$ cat src/rtl/move_entry_if.sv
// move_entry_if: pushbutton/switch inputs, board feedback and move outputs between
// the front panel, move_entry and the game FSM.
interface move_entry_if;
  logic       rawEnter_L;
  logic       rawNewGame_L;
  logic [3:0] sw;
  logic [3:0] h3, h2, h1, h0, c3, c2, c1, c0;
  logic [3:0] hMove;
  logic       enter_L;
  logic       newGame_L;
  logic       badMove;
  modport master (output rawEnter_L, rawNewGame_L, sw, h3, h2, h1, h0, c3, c2, c1, c0,
                  input hMove, enter_L, newGame_L, badMove);
  modport slave  (input rawEnter_L, rawNewGame_L, sw, h3, h2, h1, h0, c3, c2, c1, c0,
                  output hMove, enter_L, newGame_L, badMove);
endinterface

$ cat src/rtl/move_entry.sv
// move_entry: synchronizes, debounces and validates a human move, issuing a one-cycle enter_L strobe.
// Define MOVE_ENTRY_DEBOUNCE_EN to enable DEBOUNCE_CYCLES press/release filtering.
module move_entry #(
  parameter int DEBOUNCE_CYCLES = 4
) (
  input logic         clock,
  input logic         reset,
  move_entry_if.slave bus
);
`ifdef MOVE_ENTRY_DEBOUNCE_EN
  localparam logic [7:0] LP_N = 8'(DEBOUNCE_CYCLES);
`else
  localparam logic [7:0] LP_N = (DEBOUNCE_CYCLES > 0) ? 8'd1 : 8'd1;
`endif
  typedef enum logic [1:0] {IDLE, DEBOUNCE, PULSE, RELEASE} state_t;
  state_t     r_state, w_state;
  logic [1:0] r_ent_s, r_ng_s;
  logic [3:0] r_sw_s1, r_sw_s2;
  logic [7:0] r_cnt, w_cnt;
  logic [3:0] r_hmove, w_hmove;
  logic       r_enter_l, w_enter_l, r_bad, w_bad;
  logic       w_ent, w_ng, w_dup, w_valid, w_eval;
  logic [3:0] w_sw;
  assign w_ent = r_ent_s[1];
  assign w_ng  = r_ng_s[1];
  assign w_sw  = r_sw_s2;
  // empty slots are 0 and a legal move is nonzero, so a plain compare suffices
  assign w_dup = (w_sw == bus.h3) | (w_sw == bus.h2) | (w_sw == bus.h1) | (w_sw == bus.h0) |
                 (w_sw == bus.c3) | (w_sw == bus.c2) | (w_sw == bus.c1) | (w_sw == bus.c0);
  assign w_valid = (w_sw != 4'd0) && (w_sw <= 4'd9) && !w_dup;
  assign bus.hMove     = r_hmove;
  assign bus.enter_L   = r_enter_l;
  assign bus.newGame_L = w_ng;
  assign bus.badMove   = r_bad;
  always_comb begin
    w_state   = r_state;
    w_cnt     = r_cnt;
    w_hmove   = r_hmove;
    w_enter_l = 1'b1;
    w_bad     = r_bad;
    w_eval    = 1'b0;
    if (!w_ng) begin
      w_state = RELEASE;
      w_cnt   = 8'd0;
      w_bad   = 1'b0;
    end else begin
      case (r_state)
        IDLE:
          if (!w_ent) begin
`ifdef MOVE_ENTRY_DEBOUNCE_EN
            w_state = DEBOUNCE;
            w_cnt   = 8'd1;
`else
            w_eval  = 1'b1;
`endif
          end
        DEBOUNCE:
          if (w_ent) begin
            w_state = IDLE;
            w_cnt   = 8'd0;
          end else if (r_cnt >= LP_N)
            w_eval = 1'b1;
          else
            w_cnt = r_cnt + 8'd1;
        PULSE: begin
          w_state = RELEASE;
          w_cnt   = 8'd0;
        end
        RELEASE:
          if (!w_ent)
            w_cnt = 8'd0;
          else if (r_cnt + 8'd1 >= LP_N) begin
            w_state = IDLE;
            w_cnt   = 8'd0;
          end else
            w_cnt = r_cnt + 8'd1;
      endcase
    end
    if (w_eval) begin
      w_cnt     = 8'd0;
      w_state   = w_valid ? PULSE : RELEASE;
      w_hmove   = w_valid ? w_sw : r_hmove;
      w_enter_l = !w_valid;
      w_bad     = !w_valid;
    end
  end
  always_ff @(posedge clock) begin
    if (reset) begin
      r_ent_s   <= 2'b11;
      r_ng_s    <= 2'b11;
      r_sw_s1   <= 4'd0;
      r_sw_s2   <= 4'd0;
      r_state   <= IDLE;
      r_cnt     <= 8'd0;
      r_hmove   <= 4'd0;
      r_enter_l <= 1'b1;
      r_bad     <= 1'b0;
    end else begin
      r_ent_s   <= {r_ent_s[0], bus.rawEnter_L};
      r_ng_s    <= {r_ng_s[0], bus.rawNewGame_L};
      r_sw_s1   <= bus.sw;
      r_sw_s2   <= r_sw_s1;
      r_state   <= w_state;
      r_cnt     <= w_cnt;
      r_hmove   <= w_hmove;
      r_enter_l <= w_enter_l;
      r_bad     <= w_bad;
    end
  end
endmodule

$ cat src/flat_wrapper.sv
// flat-port wrapper written by rule: the top's interface ports become plain ports
module move_entry_flat 
#(
  parameter int DEBOUNCE_CYCLES = 4
)
  (clock, reset, bus_rawEnter_L, bus_rawNewGame_L, bus_sw, bus_h3, bus_h2, bus_h1, bus_h0, bus_c3, bus_c2, bus_c1, bus_c0, bus_hMove, bus_enter_L, bus_newGame_L, bus_badMove);
  move_entry_if bus_i ();
  input logic clock;
  input logic reset;
  input wire logic [$bits(bus_i.rawEnter_L)-1:0] bus_rawEnter_L;
  input wire logic [$bits(bus_i.rawNewGame_L)-1:0] bus_rawNewGame_L;
  input wire logic [$bits(bus_i.sw)-1:0] bus_sw;
  input wire logic [$bits(bus_i.h3)-1:0] bus_h3;
  input wire logic [$bits(bus_i.h2)-1:0] bus_h2;
  input wire logic [$bits(bus_i.h1)-1:0] bus_h1;
  input wire logic [$bits(bus_i.h0)-1:0] bus_h0;
  input wire logic [$bits(bus_i.c3)-1:0] bus_c3;
  input wire logic [$bits(bus_i.c2)-1:0] bus_c2;
  input wire logic [$bits(bus_i.c1)-1:0] bus_c1;
  input wire logic [$bits(bus_i.c0)-1:0] bus_c0;
  output wire logic [$bits(bus_i.hMove)-1:0] bus_hMove;
  output wire logic [$bits(bus_i.enter_L)-1:0] bus_enter_L;
  output wire logic [$bits(bus_i.newGame_L)-1:0] bus_newGame_L;
  output wire logic [$bits(bus_i.badMove)-1:0] bus_badMove;
  assign bus_i.rawEnter_L = bus_rawEnter_L;
  assign bus_i.rawNewGame_L = bus_rawNewGame_L;
  assign bus_i.sw = bus_sw;
  assign bus_i.h3 = bus_h3;
  assign bus_i.h2 = bus_h2;
  assign bus_i.h1 = bus_h1;
  assign bus_i.h0 = bus_h0;
  assign bus_i.c3 = bus_c3;
  assign bus_i.c2 = bus_c2;
  assign bus_i.c1 = bus_c1;
  assign bus_i.c0 = bus_c0;
  assign bus_hMove = bus_i.hMove;
  assign bus_enter_L = bus_i.enter_L;
  assign bus_newGame_L = bus_i.newGame_L;
  assign bus_badMove = bus_i.badMove;
  move_entry #(.DEBOUNCE_CYCLES(DEBOUNCE_CYCLES)) u_core (.clock(clock), .reset(reset), .bus(bus_i));
endmodule
$ cat config.mk
export PLATFORM = sky130hd
export DESIGN_NAME = move_entry_flat
export DESIGN_NICKNAME = d
export VERILOG_FILES = /design/src/rtl/move_entry_if.sv /design/src/rtl/move_entry.sv /design/src/flat_wrapper.sv
export SDC_FILE = /design/constraint.sdc
export NUM_CORES = 1
export LEC_CHECK = 0
export CORE_MARGIN = 8
export CORE_UTILIZATION = 40
export DETAILED_ROUTE_END_ITERATION = 10
export MAX_ROUTING_LAYER = met4
export PLACE_DENSITY = 0.65
export SLEW_MARGIN = 20
export SYNTH_ARGS = -nofsm -noshare
export SYNTH_HDL_FRONTEND = slang
export SYNTH_SLANG_ARGS = --single-unit
$ cat constraint.sdc
create_clock -name clock -period 3.63 [get_ports clock]
set_input_delay 0.726 -clock clock [delete_from_list [all_inputs] [get_ports clock]]
set_output_delay 0.726 -clock clock [all_outputs]
set_load 0.02 [all_outputs]
==> results.md, run 1 <==
- Run status: completed
- Die Footprint: between 0.006 and 0.007 mm2
- Placed Area: between 0.002 and 0.0025 mm2
- Total setup buffers inserted after CTS: 0
- MaxCap Viol Count: 0
- WL per Instance: between 10 and 15 um
- Register clock-pin slew on the reported worst setup and hold paths: about 0.09 ns
- Synthesis-stage register bit count: 28
- Via count of the first global-routing pass: around 1400
- Clock tree from TritonCTS: built
- Mean post-synth cell area: 8.87 um2
- Total Nets Final: 281
- Count of H-tree levels built during CTS: 1
- Top-level port count: 47
- Crit path DAT: ~2.6 ns
- Top_reg_cell synth: dfxtp_1
- Library cell used as clock root buffer: clkbuf_8
- Global-route usage over all layers: 0.135
- Fraction of synthesis flops using an asynchronous set or reset pin: 0
- Antenna cell count: 0
- Maximum vdd drop: 0.166 mV
- Via/cell ratio: approximately 5.1
- Most common cell after layout, fill and taps aside: clkdlybuf4s50_1
- DR vias: about 1400
- Hold Violations, Final: 0
- Port Buffer Count: 46
- Post-detailed-placement half-perimeter wirelength: around 3100 um
- Starting density of the core: 0.416
- Wire length of the first global-routing pass: ~6900 um
- Maximum clock path buffer count: 2
- Signed area change from the synthesized netlist to the final layout: 34.0%
- Share of the cycle needed by the critical path after routing: 0.646
- Worst skew pair latency: around 0.27 ns
- Leak pwr: 0.849 nW
- Number of placement rows: 23
- Fraction of layout cells with a size suffix above 1: 0.0644
- Overall die width: ~80 um
- Worst min-delay path class: register to register
- Number of warnings reported in the yosys synthesis log: 0
- Startpoint-to-endpoint class of the critical path: input port to register
- Number of filler cells placed in the layout: 380
- Endpoints failing setup: 0
- Total negative slack for setup checks: 0 ns
- Power per Cell Area: roughly 320 mW/mm2
- Worst max-slew margin expressed relative to the limit: 0.592
- Endpoint type of the worst setup path: register
- Total wire length: slightly above 4000 um
- Distinct cells, synth: 40
- Post-cts resize count: 0
- Detailed-route DRC error count: 0
- Gate count of the mapped netlist: ~190
- Setup repair after global routing missed its margin: false
- DRT iter0 DRCs: 53
- Total count of max-transition violations in the final report: 0
- Number of antenna violations at the first check in global routing: 0
- Placer Congestion: slightly below 0.9
- CP Data Required Time: approximately 3.8 ns
- Final clock skew: 0.00579 ns
- Post-CTS Hold Buffers: 0
- Antenna-violating nets left: 0
- Clock Sink Count: 28
- Total clock buffers created by CTS: 3
- DRT Pass-1 Iters: 4
- Sequential fraction of the synthesis area: 0.334
- Number of enable flip-flop cells after synthesis: 0
- Achievable Freq: 427 MHz
- Pin count of the biggest net entering global routing: 27
- Slew at the pin closest to its max-slew limit: between 0.6 and 0.7 ns
- Largest fanout on the critical path: 6
- Post-synthesis net count: 236
- Fin area: around 0.0022 mm2
- Final worst path period need: 2.34 ns
- Core Region: slightly above 0.004 mm2
- GRT Residual Overflow: 0
- Post-synthesis instance area: roughly 0.0017 mm2
- Die height: 80.7 um
- Startpoint class of the critical path: input port
- Leading cell types in the layout, fill and taps excluded: clkdlybuf4s50_1, dfxtp_1, xor2_1
## sequential cells by signal, indices dropped and copies added, names as in the netlist
signal and cells:
u_core.r_cnt 8, u_core.bus.hMove 4, u_core.r_sw_s1 4, u_core.r_sw_s2 4, u_core.r_ent_s 2, u_core.r_ng_s 2
u_core.r_state 2, u_core.bus.badMove 1, u_core.bus.enter_L 1
## synthesized netlist by cell type (all sizes together), types with 2 or more instances
cell type   n  area, um2
a211o       2       26.3
a22oi       2       15.0
clkbuf      2       7.51
a21oi       5       28.8
ha          7       87.6
nor3        6       35.0
o21ai       5       25.0
a41oi       4       35.0
dfxtp      28        561
xor2       20        175
nand2b     11       68.8
nor2       12       45.0
nor4        8       56.3
or4         2       15.0
mux2i       5       50.1
nor2b       8       50.1
nand3       3       15.0
xnor2      13        114
or2         5       31.3
inv         8       30.0
buf         5       25.0
a21o        3       22.5
a211oi      2       15.0
or3         3       18.8
nor4b       2       23.8
nand2       9       33.8
## critical path, cell delays in order
cell and delay, ns:
clkdlybuf4s50_1 0.47, xor2_1 0.15, nor4_1 0.08, nor3_1 0.26, nand4_1 0.18, nor3_2 0.45, mux2i_1 0.23
## cell type report
class | count | area, um2 | share of cell area
clock buffers | 3 | 41.3 | 0.0184
clock inverters | 1 | 30.0 | 0.0134
inverters | 8 | 30.0 | 0.0134
multi-input cells | 146 | 1050 | 0.469
flip-flops and latches | 28 | 561 | 0.250
well taps | 50 | 62.6 | 0.0279
repair buffers | 47 | 468 | 0.208
## power by group
group          total, W  internal [W]  switching (W)
clock network  0.000241      0.000148      0.0000934
logic          0.000147     0.0000850      0.0000616
registers      0.000330      0.000317      0.0000132
## final timing paths
path | slack (ns) | startpoint | endpoint | cells past startpoint
max | 1.29 | bus_c1[0] | u_core.bus.hMove[0] | 7
min | 0.41 | u_core.r_ng_s[0] | u_core.r_ng_s[1] | 1
max reg2reg | 1.33 | u_core.r_cnt[1] | u_core.r_cnt[3] | 8
min reg2reg | 0.41 | u_core.r_ng_s[0] | u_core.r_ng_s[1] | 1
## metal layers
metal / up-vias / track usage / share of wire
met1: 648 / 0.190 / 0.52
met3: 5 / 0.0243 / 0.058
met4: 0 / 0.0429 / 0.014
li1: 740 / - / -
met2: 38 / 0.191 / 0.41
met5: - / - / 0
## metrics by stage
step | power (W) | std cells | hold slack, ns | setup WS, ns | util
CTS | 0.000730 | 283 | 0.418 | 1.27 | 0.557
floorplan | 0.000419 | 189 | 0.389 | 1.54 | -
finish | 0.000718 | 283 | 0.414 | 1.29 | 0.557
detailed placement | 0.000485 | 279 | 0.395 | 1.00 | 0.540
global route | 0.000758 | 283 | 0.446 | 1.13 | 0.557
global placement | 0.000484 | 279 | 0.392 | 0.976 | 0.540
## kinds of logic after synthesis
group	Yosys count	share of synthesized area
AO/OA/AOI/OAI	29	0.128
XOR/XNOR	33	0.172
adder cells (fa/ha/maj)	7	0.0522
buffers and inverters	15	0.0373
flip-flops	28	0.334
multiplexers	5	0.0299
AND/OR/NAND/NOR	72	0.246
Power figures use the tool's default switching activity.
==> inputs of run 2 (changes only) <==
--- a/config.mk
+++ b/config.mk
@@ -9,7 +9,7 @@
 export CORE_UTILIZATION = 40
 export DETAILED_ROUTE_END_ITERATION = 10
 export MAX_ROUTING_LAYER = met4
-export PLACE_DENSITY = 0.65
+export PLACE_DENSITY = 0.67
 export SLEW_MARGIN = 20
 export SYNTH_ARGS = -nofsm -noshare
 export SYNTH_HDL_FRONTEND = slang
==> constraint.sdc (replaced) <==
create_clock -name clock -period 2 [get_ports clock]
set_input_delay 0.4 -clock clock [delete_from_list [all_inputs] [get_ports clock]]
set_output_delay 0.4 -clock clock [all_outputs]
set_load 0.02 [all_outputs]
==> results.md, run 2 (same netlist as run 1, synthesis figures left out) <==
- Endpoints failing setup: 1 (was 0)
- Failing checks: setup timing
- Total Nets Final: 312 (was 281)
- Endpoint type of the worst setup path: register (unchanged)
- Clock Sink Count: 28 (unchanged)
- Slew at the pin closest to its max-slew limit: 0.407 ns (was 0.611 ns)
- Worst min-delay path class: register to register (unchanged)
- Number of placement rows: 23 (unchanged)
- Final clock skew: 0.00503 ns (was 0.00579 ns)
- Cell internal pwr: 0.00108 W (was 0.000550 W)
- Worst skew pair latency: 0.28 ns (was 0.27 ns)
- Category of cells accounting for the largest share of critical-path delay: simple AND/OR/NAND/NOR gates (unchanged)
- Fin area: 0.00259 mm2 (was 0.00225 mm2)
- Fraction of layout cells with a size suffix above 1: 0.258 (was 0.0644)
- Leading cell types in the layout, fill and taps excluded: clkdlybuf4s50_1, buf_4, dfxtp_1 (was clkdlybuf4s50_1, dfxtp_1, xor2_1)
- WL per Instance: 14.8 um (was 14.2 um)
- DRT iter0 DRCs: 48 (was 53)
- Overall die width: 80.7 um (unchanged)
- Placer Congestion: 0.818 (was 0.875)
- Wire length of the first global-routing pass: 7300 um (was 6940 um)
- Leak pwr: 1.04 nW (was 0.849 nW)
- Worst max-slew margin expressed relative to the limit: 0.727 (was 0.592)
- Clock tree from TritonCTS: built (unchanged)
- Fin worst setup slack: -0.00600 ns (was 1.29 ns)
- Sw power: 0.000345 W (was 0.000168 W)
- Die Footprint: 0.00652 mm2 (unchanged)
- Cell breakdown of the critical path: inv_2 > ha_2 > nor4b_4 > a21oi_2 > or3_4 > a211o_4 > nor3_2 > a211o_1 (was clkdlybuf4s50_1 > xor2_1 > nor4_1 > nor3_1 > nand4_1 > nor3_2 > mux2i_1)
- Total count of max-transition violations in the final report: 0 (unchanged)
- Setup repair after global routing missed its margin: true (was false)
- Via count of the first global-routing pass: 1534 (was 1369)
- Final worst path period need: between 2 and 2.5 ns
- Library cell used as clock root buffer: clkbuf_8 (unchanged)
- Total wire length: 4640 um (was 4030 um)
- Detailed-route DRC error count: 0 (unchanged)
- Antenna cell count: 0 (unchanged)
- Via/cell ratio: 5.04 (was 5.06)
- Global-route track usage on met1: 0.181 (was 0.190)
- Power share of the clock group: 0.316 (was 0.336)
- Antenna-violating nets left: 0 (unchanged)
- Worst Path Buf+Inv: 1 (unchanged)
- Count of H-tree levels built during CTS: 1 (unchanged)
- Gate power share: 0.268 (was 0.204)
- DRT Pass-1 Iters: 4 (unchanged)
- Signed area change from the synthesized netlist to the final layout: 54.3% (was 34.0%)
- Maximum clock path buffer count: 2 (unchanged)
- Maximum vdd drop: 0.451 mV (was 0.166 mV)
- Grt met3 use: 0.0188 (was 0.0243)
- Met2 routing resource usage after global routing: 0.227 (was 0.191)
- DR vias: 1582 (was 1431)
- Startpoint class of the critical path: register (was input port)
- Largest fanout on the critical path: 6 (unchanged)
- Hold Violations, Final: 0 (unchanged)
- Global-route usage over all layers: 0.143 (was 0.135)
- Port Buffer Count: 46 (unchanged)
- Achievable Freq: 499 MHz
- Post-route core utilization: 0.642 (was 0.557)
- Starting density of the core: 0.416 (unchanged)
- Register clock-pin slew on the reported worst setup and hold paths: 0.10 ns (was 0.09 ns)
- Top-level port count: 47 (unchanged)
- CP Data Required Time: 2.23 ns (was 3.83 ns)
- Seq pwr share: 0.416 (was 0.460)
- Core Region: 0.00403 mm2 (unchanged)
- Die height: 80.7 um (unchanged)
- Switching fraction of total power: 0.243 (was 0.234)
- Max FFs per register: 8 (unchanged)
- Number of antenna violations at the first check in global routing: 0 (unchanged)
- Slowest stage cell, crit path: or3_4 (was clkdlybuf4s50_1)
- Delay of the slowest critical-path stage: 0.39 ns (was 0.47 ns)
- Placed Area: 0.00241 mm2 (was 0.00217 mm2)
- Most common cell after layout, fill and taps aside: clkdlybuf4s50_1 (unchanged)
- Pin count of the biggest net entering global routing: 26 (was 27)
- Run status: finished, violations left (was completed)
- Share of the cycle needed by the critical path after routing: 1.00
- GRT Residual Overflow: 0 (unchanged)
- Power per Cell Area: 549 mW/mm2 (was 320 mW/mm2)
- Startpoint-to-endpoint class of the critical path: register to register (was input port to register)
- Post-detailed-placement half-perimeter wirelength: 3500 um (was 3130 um)
- Top Usage Layer GRT: met2 (unchanged)
- Total clock buffers created by CTS: 3 (unchanged)
- Register with the highest flop count: u_core.r_cnt (unchanged)
- Crit path DAT: 2.24 ns (was 2.55 ns)
- MaxCap Viol Count: 0 (unchanged)
[run 2: cell count changes in the layout (fill, tap and decap cells not counted), moves of 3 or more]
cell / previous run / this run
buf_4: 1 / 31
dfxtp_1: 28 / 22
nor3_1: 5 / 2
ha_2: 0 / 3
ha_1: 7 / 4
dfxtp_2: 0 / 6
[run 2: path summary, 6_finish.rpt]
kind	start	endpoint	slack [ns]	cells after the start
worst max-delay path	u_core.r_cnt[0]	u_core.r_cnt[4]	-0.006	8
worst min-delay path	u_core.r_ng_s[0]	u_core.r_ng_s[1]	0.42	1
worst max register to register	u_core.r_cnt[0]	u_core.r_cnt[4]	-0.006	8
worst min register to register	u_core.r_ng_s[0]	u_core.r_ng_s[1]	0.42	1
[run 2: repair_timing]
item                       in CTS  in global routing
pin swaps                       0                  4
setup endpoints to repair       5                 16
hold buffers                    0                  0
resized for setup               5                 21
setup buffers                   0                  2
[run 2: area by class of cell]
cell class | count | area [um2]
clock buffer | 3 | 41.3
clock inverter | 1 | 30.0
fill | 350 | 1440
inverter | 8 | 30.0
multi-input combinational | 146 | 1150
sequential | 28 | 568
tap | 50 | 62.6
timing repair buffer | 78 | 704
[run 2: per-stage QoR]
stage	TNS (ns)	hold slack (ns)	worst slack [ns]	cells	total power, W
floorplan	-0.0508	0.389	-0.0357	189	0.000765
global placement	-0.484	0.391	-0.0893	308	0.000955
detailed placement	-0.741	0.395	-0.130	308	0.000958
CTS	0	0.419	0.00269	312	0.00142
global route	-0.397	0.442	-0.0758	314	0.00149
finish	-0.00600	0.418	-0.00600	314	0.00142
[run 2: power by group through the flow]
stage               Combinational [W]  Clock (W)  Sequential [W]
floorplan                    0.000165          0        0.000600
global placement             0.000352          0        0.000603
detailed placement           0.000356          0        0.000603
CTS                          0.000365   0.000460        0.000590
global route                 0.000417   0.000478        0.000594
finish                       0.000380   0.000450        0.000591
[run 2: layer usage]
metal / wire length, um / up-vias
met2: 2020 / 47
met5: 0 / -
met4: 83 / 0
met3: 251 / 7
met1: 2280 / 726
li1: - / 802
==> patch 1, RTL diff (flow settings as in run 2) <==
Encoding of `state_t`: now one-hot (4 bits for 4 states).
--- a/src/rtl/move_entry.sv
+++ b/src/rtl/move_entry.sv
@@ -12,7 +12,7 @@
 `else
   localparam logic [7:0] LP_N = (DEBOUNCE_CYCLES > 0) ? 8'd1 : 8'd1;
 `endif
-  typedef enum logic [1:0] {IDLE, DEBOUNCE, PULSE, RELEASE} state_t;
+  typedef enum logic [3:0] {IDLE = 4'b0001, DEBOUNCE = 4'b0010, PULSE = 4'b0100, RELEASE = 4'b1000} state_t;
   state_t     r_state, w_state;
   logic [1:0] r_ent_s, r_ng_s;
   logic [3:0] r_sw_s1, r_sw_s2;
Function: no difference found for any inputs over 10 cycles, from zero or initial values and one cycle with reset high; not proved beyond that.
==> patch 1 against run 2 <==
- worst setup slack better by 24 ps
- total power is 5.3% lower
- design area is 13% lower
- final cell count is 13% lower
- first-iteration DRC count is 46% lower
- area after synthesis is 8.8% lower
- global-route usage is 1.3 points lower
- sequential cell count is 1 higher
- combinational power is 41% lower
- critical path depth is 2 lower
- core utilization is 2.8 points lower
- wire length is 19% lower
- largest cell class unchanged
- largest power group unchanged
==> patch 1: results (changes against run 2) <==
synth:
  ys_warn_count: 0  # unchanged
  synthArstFlopShare: 0  # unchanged
  yosysSeqAreaShare: 0.380  # was 0.334
  synth_top_cells_by_area: "dfxtp_1 (38%), xnor2_1 (16%), nand4_1 (4.5%)"  # was dfxtp_1 (33%), xor2_1 (10%), xnor2_1 (6.8%)
  netlist_instances: 162  # was 189
  synth_commonest_cells: "dfxtp_1 (29), xnor2_1 (28), nand4_1 (11), nand2b_1 (10)"  # was dfxtp_1 (28), xor2_1 (20), xnor2_1 (13), nor2_1 (12), nand2b_1 (11)
  netlist-cell-type-count: 35  # was 40
  syn-num-nets: 204  # was 236
setup_path:
  slowest_delay_ps: 470  # was 390 ps
  worstPathMaxFanout: 4  # was 6
  worstPathArrival_ps: 2150  # was 2240 ps
  crit_family: "compound AO/OA/AOI/OAI gates"  # was simple AND/OR/NAND/NOR gates
  slowest_stage: "or4b_4"  # was or3_4
pwr:
  seqPwrFrac: 0.456  # was 0.416
  pwr-share-comb: 0.166  # was 0.268
  ir_drop_v: 0.000537  # was 0.000451 V
  power.group.top: "registers"  # unchanged
  power_switching_mw: 0.297  # was 0.345 mW
  swShare: 0.221  # was 0.243
  p_leak_nw: 0.815  # was 1.04 nW
finish:
  stdcell_count: 272  # was 314
  top_register: "u_core.r_cnt"  # unchanged
  drive_above_1_share: 0.138  # was 0.258
  diodes: 0  # unchanged
  largest_reg_flops: 8  # unchanged
placed_design:
  dpl_worst_slack_ps: -22.4  # was -130 ps
  placed_cells: 263  # was 308
  hpwl_um: 2960  # was 3500 um
  dpl_cell_area_mm2: 0.00212  # was 0.00241 mm^2
  io_buffers: 46  # unchanged
  gp_congestion: 0.875  # was 0.818
clocking:
  cts_root_buffer: "clkbuf_8"  # unchanged
  clk_pin_slew_ps: 60  # was 100 ps
  clkLatencyLatePin_ps: 270
  clockBufferDepth: 2  # unchanged
  cts_buffers: 5  # was 3
  htree_levels: 2  # was 1
global_route:
  antenna_found_initial: 0  # unchanged
  met1_usage: 0.134  # was 0.181
  grt_pass1_vias: 1382  # was 1534
  grt_pass1_wl_um: 6270  # was 7300 um
  use_met3: 0.0438  # was 0.0188
  grt_util_met2: 0.223  # was 0.227
  grt.total_usage: 0.130  # was 0.143
  grt_max_degree: 21  # was 26
min_path:
  min_path_type: "flip-flop to flip-flop"  # unchanged
route:
  firstDrtPassIters: 4  # unchanged
  detailedRoute.firstIterationViolations: 26  # was 48
  top_layer: "met4"  # unchanged
  routed_wl_um: 3740  # was 4640 um
  routed-via-count: 1299  # was 1582
  dr_wl_met2_um: 1890  # was 2020 um
  wl_met3_um: 178  # was 251 um
  wl_met1_um: 1620  # was 2280 um
run_status:
  status: "complete, no violations"  # was complete, but fails checks
sta:
  slew_headroom: 0.708  # was 0.727
  skew_ps: 4.85  # was 5.03 ps
## patch 1: cell types whose count changed in the layout (fill, tap and decap cells not counted), sizes merged, moves of 5 or more
cell   delta
xnor2    +15
nand4    +10
ha        -5
buf      -18
and2      +7
nor4      -6
xor2     -16
## patch 1: cell type report
class / instances / area [um^2]
fillers: 311 / 1410
inverters: 4 / 15.0
flip-flops and latches: 29 / 584
repair buffers: 60 / 566
clock inverters: 1 / 5.00
clock buffers: 7 / 96.3
multi-input cells: 123 / 922
well taps: 48 / 60.1
## patch 1: cells by family (layout without fill, tap and decap cells)
logic type / after synthesis / in the layout / synth area share
AND/OR/NAND/NOR: 65 / 65 / 0.258
buffers and inverters: 10 / 72 / 0.0278
XOR/XNOR: 32 / 32 / 0.183
flip-flops: 29 / 29 / 0.380
multiplexers: 6 / 6 / 0.0393
adder cells (fa/ha/maj): 2 / 2 / 0.0164
AO/OA/AOI/OAI: 18 / 18 / 0.0958
## patch 1: worst register-to-register path: cells and delay by family (launching register included)
kind / cells / cell delay [ps]
fa+ha+maj: 1 / 160
flops: 1 / 340
compound gates: 4 / 920
simple gates: 1 / 470
## patch 1: path summary, 6_finish.rpt
check                           depth (start not counted)                end  slack, ps         startpoint
worst max register to register                          6  u_core.r_state[0]         20    u_core.r_cnt[0]
worst min-delay path                                    1  u_core.r_ent_s[1]        400  u_core.r_ent_s[0]
worst min register to register                          1  u_core.r_ent_s[1]        400  u_core.r_ent_s[0]
worst max-delay path                                    6  u_core.r_state[0]         20    u_core.r_cnt[0]
## patch 1: what timing repair did
| item | in CTS | in global routing |
|---|---|---|
| setup endpoints to repair | 3 | 9 |
| hold buffers | 0 | 0 |
| setup buffers | 0 | 1 |
| pin swaps | 0 | 2 |
| resized for setup | 2 | 4 |
==> patch 2, RTL diff (settings of run 2) <==
Without the edit above. The option `MOVE_ENTRY_DEBOUNCE_EN` is turned on by a define.
--- a/src/rtl/move_entry.sv
+++ b/src/rtl/move_entry.sv
@@ -1,5 +1,7 @@
 // move_entry: synchronizes, debounces and validates a human move, issuing a one-cycle enter_L strobe.
 // Define MOVE_ENTRY_DEBOUNCE_EN to enable DEBOUNCE_CYCLES press/release filtering.
+`define MOVE_ENTRY_DEBOUNCE_EN
+
 module move_entry #(
   parameter int DEBOUNCE_CYCLES = 4
 ) (
Function: changed (Yosys sat finds a counterexample within 4 cycles, from zero or initial values and one cycle with reset high).
==> patch 2 against run 2 <==
- total power is 22% lower
- design area fell by 19%
- area after synthesis decreased by 7.2%
- worst hold slack hardly changed
- sequential cell count is the same
- count of clock-buffer cells in the layout stayed put
- wire length fell by 19%
- first-iteration DRC count increased by 4.2%
- worst setup slack better by 200 ps
- via count down 19%
==> patch 2: results (changes against run 2) <==
placed_design:
  dpl_worst_slack_ps: -4.01  # was -130 ps
  dpl_cell_area_mm2: 0.00206  # was 0.00241 mm^2
  hpwl_um: 3020  # was 3500 um
  gp_congestion: 0.880  # was 0.818
  io_buffers: 46  # unchanged
clocking:
  clk_pin_slew_ps: 90
  ctsHoldBuffers: 0  # unchanged
  clockBufferDepth: 2  # unchanged
  cts_buffers: 3  # unchanged
  htree_levels: 1  # unchanged
  clkLatencyLatePin_ps: 270
setup_path:
  worstPathArrival_ps: 2000  # was 2240 ps
  crit_family: "compound AO/OA/AOI/OAI gates"  # was simple AND/OR/NAND/NOR gates
  slowest_stage: "dfxtp_1"  # was or3_4
  worstPathMaxFanout: 5  # was 6
  slowest_delay_ps: 360  # was 390 ps
global_route:
  grt_pass1_vias: 1401  # was 1534
  grt_max_degree: 25  # was 26
  antenna_found_initial: 0  # unchanged
  grt_pass1_wl_um: 6500  # was 7300 um
  grt.total_usage: 0.135  # was 0.143
synth:
  yosysSeqAreaShare: 0.360  # was 0.334
  yosys_most_used_dff: "dfxtp_1"  # unchanged
  synth_top_cells_by_area: "dfxtp_1 (36%), xnor2_1 (18%), nand2b_1 (3.6%)"  # was dfxtp_1 (33%), xor2_1 (10%), xnor2_1 (6.8%)
  syn-num-nets: 207  # was 236
  synth_commonest_cells: "xnor2_1 (32), dfxtp_1 (28), nand2b_1 (9), nor2b_1 (9)"  # was dfxtp_1 (28), xor2_1 (20), xnor2_1 (13), nor2_1 (12), nand2b_1 (11)
  ys_warn_count: 0  # unchanged
  synthArstFlopShare: 0  # unchanged
  netlist-cell-type-count: 38  # was 40
pwr:
  intPower_mw: 0.846  # was 1.08 mW
  p_leak_nw: 0.733  # was 1.04 nW
  ir_drop_v: 0.000410  # was 0.000451 V
sta:
  skew_ps: 3.50  # was 5.03 ps
  worstMarginPinSlew_ps: 430  # was 407 ps
  setup_viol: 0  # was 1
route:
  post_drt_wl_per_cell_um: 14.5  # was 14.8 um
  detailedRoute.firstIterationViolations: 50  # was 48
  firstDrtPassIters: 4  # unchanged
  routed-via-count: 1288  # was 1582
finish:
  final_nets: 256  # was 312
  largest_reg_flops: 8  # unchanged
  drive_above_1_share: 0.0943  # was 0.258
run_status:
  status: "complete, no violations"  # was complete, but fails checks
patch 2: changes by cell type after synthesis, sizes merged, moves of 3 or more:
cell / delta
xor2: -20
xnor2: +19
nand4: +10
and2: +7
nor2: -7
nor4: -6
ha: -5
a41oi: -4
a21o: -3
inv: -3
nand2: -3
patch 2: area by class of cell:
class                      count  area (um^2)
timing repair buffer          50          490
sequential                    28          564
tap                           48         60.1
multi-input combinational    126          927
inverter                       5         18.8
clock buffer                   3         41.3
fill                         331         1590
patch 2: power by group through the flow:
stage	combinational, mW	clock [mW]	sequential, mW
floorplan	0.120	0	0.595
global placement	0.207	0	0.606
detailed placement	0.213	0	0.607
CTS	0.214	0.309	0.594
global route	0.231	0.333	0.598
finish	0.211	0.297	0.595
patch 2: logic make-up after synthesis:
logic type / after synthesis / share of synthesized area
buffers and inverters: 11 / 0.0434
xor gates and xnor gates: 32 / 0.180
adders and majority gates: 2 / 0.0161
muxes: 4 / 0.0257
DFF: 28 / 0.360
and+or+nand+nor: 65 / 0.270
AOI/OAI and AO/OA: 23 / 0.105
patch 2: through the flow:
step                utilization  std cells
floorplan                     -        165
global placement          0.558        257
detailed placement        0.558        257
CTS                       0.569        260
global route              0.570        260
finish                    0.570        260
patch 2: what timing repair did:
action / 4_1_cts / 5_1_grt
endpoints found under the hold margin: 0 / 0
setup endpoints to repair: 0 / 4
resized for setup: 0 / 3
patch 2: worst register-to-register path, cell delays in order, from the launching register on:
cell and delay [ps]:
dfxtp_1 360, ha_1 280, or3_1 340, a211oi_2 260
o221ai_1 190, a31o_1 250, o31ai_1 50
patch 2: final timing paths:
check	start	endpoint	slack (ps)	cells past startpoint
worst max-delay path	u_core.r_cnt[0]	u_core.r_state[0]	200	6
worst min-delay path	u_core.r_ng_s[0]	u_core.r_ng_s[1]	420	1
worst max register to register	u_core.r_cnt[0]	u_core.r_state[0]	200	6
worst min register to register	u_core.r_ng_s[0]	u_core.r_ng_s[1]	420	1
patch 2: per-layer routing:
layer | up-vias | GRT usage | routed length [um]
met5 | - | - | 0
met4 | 0 | 0.0556 | 68
met3 | 5 | 0.0319 | 162
met2 | 27 | 0.226 | 1900
met1 | 591 | 0.150 | 1630
li1 | 665 | - | -
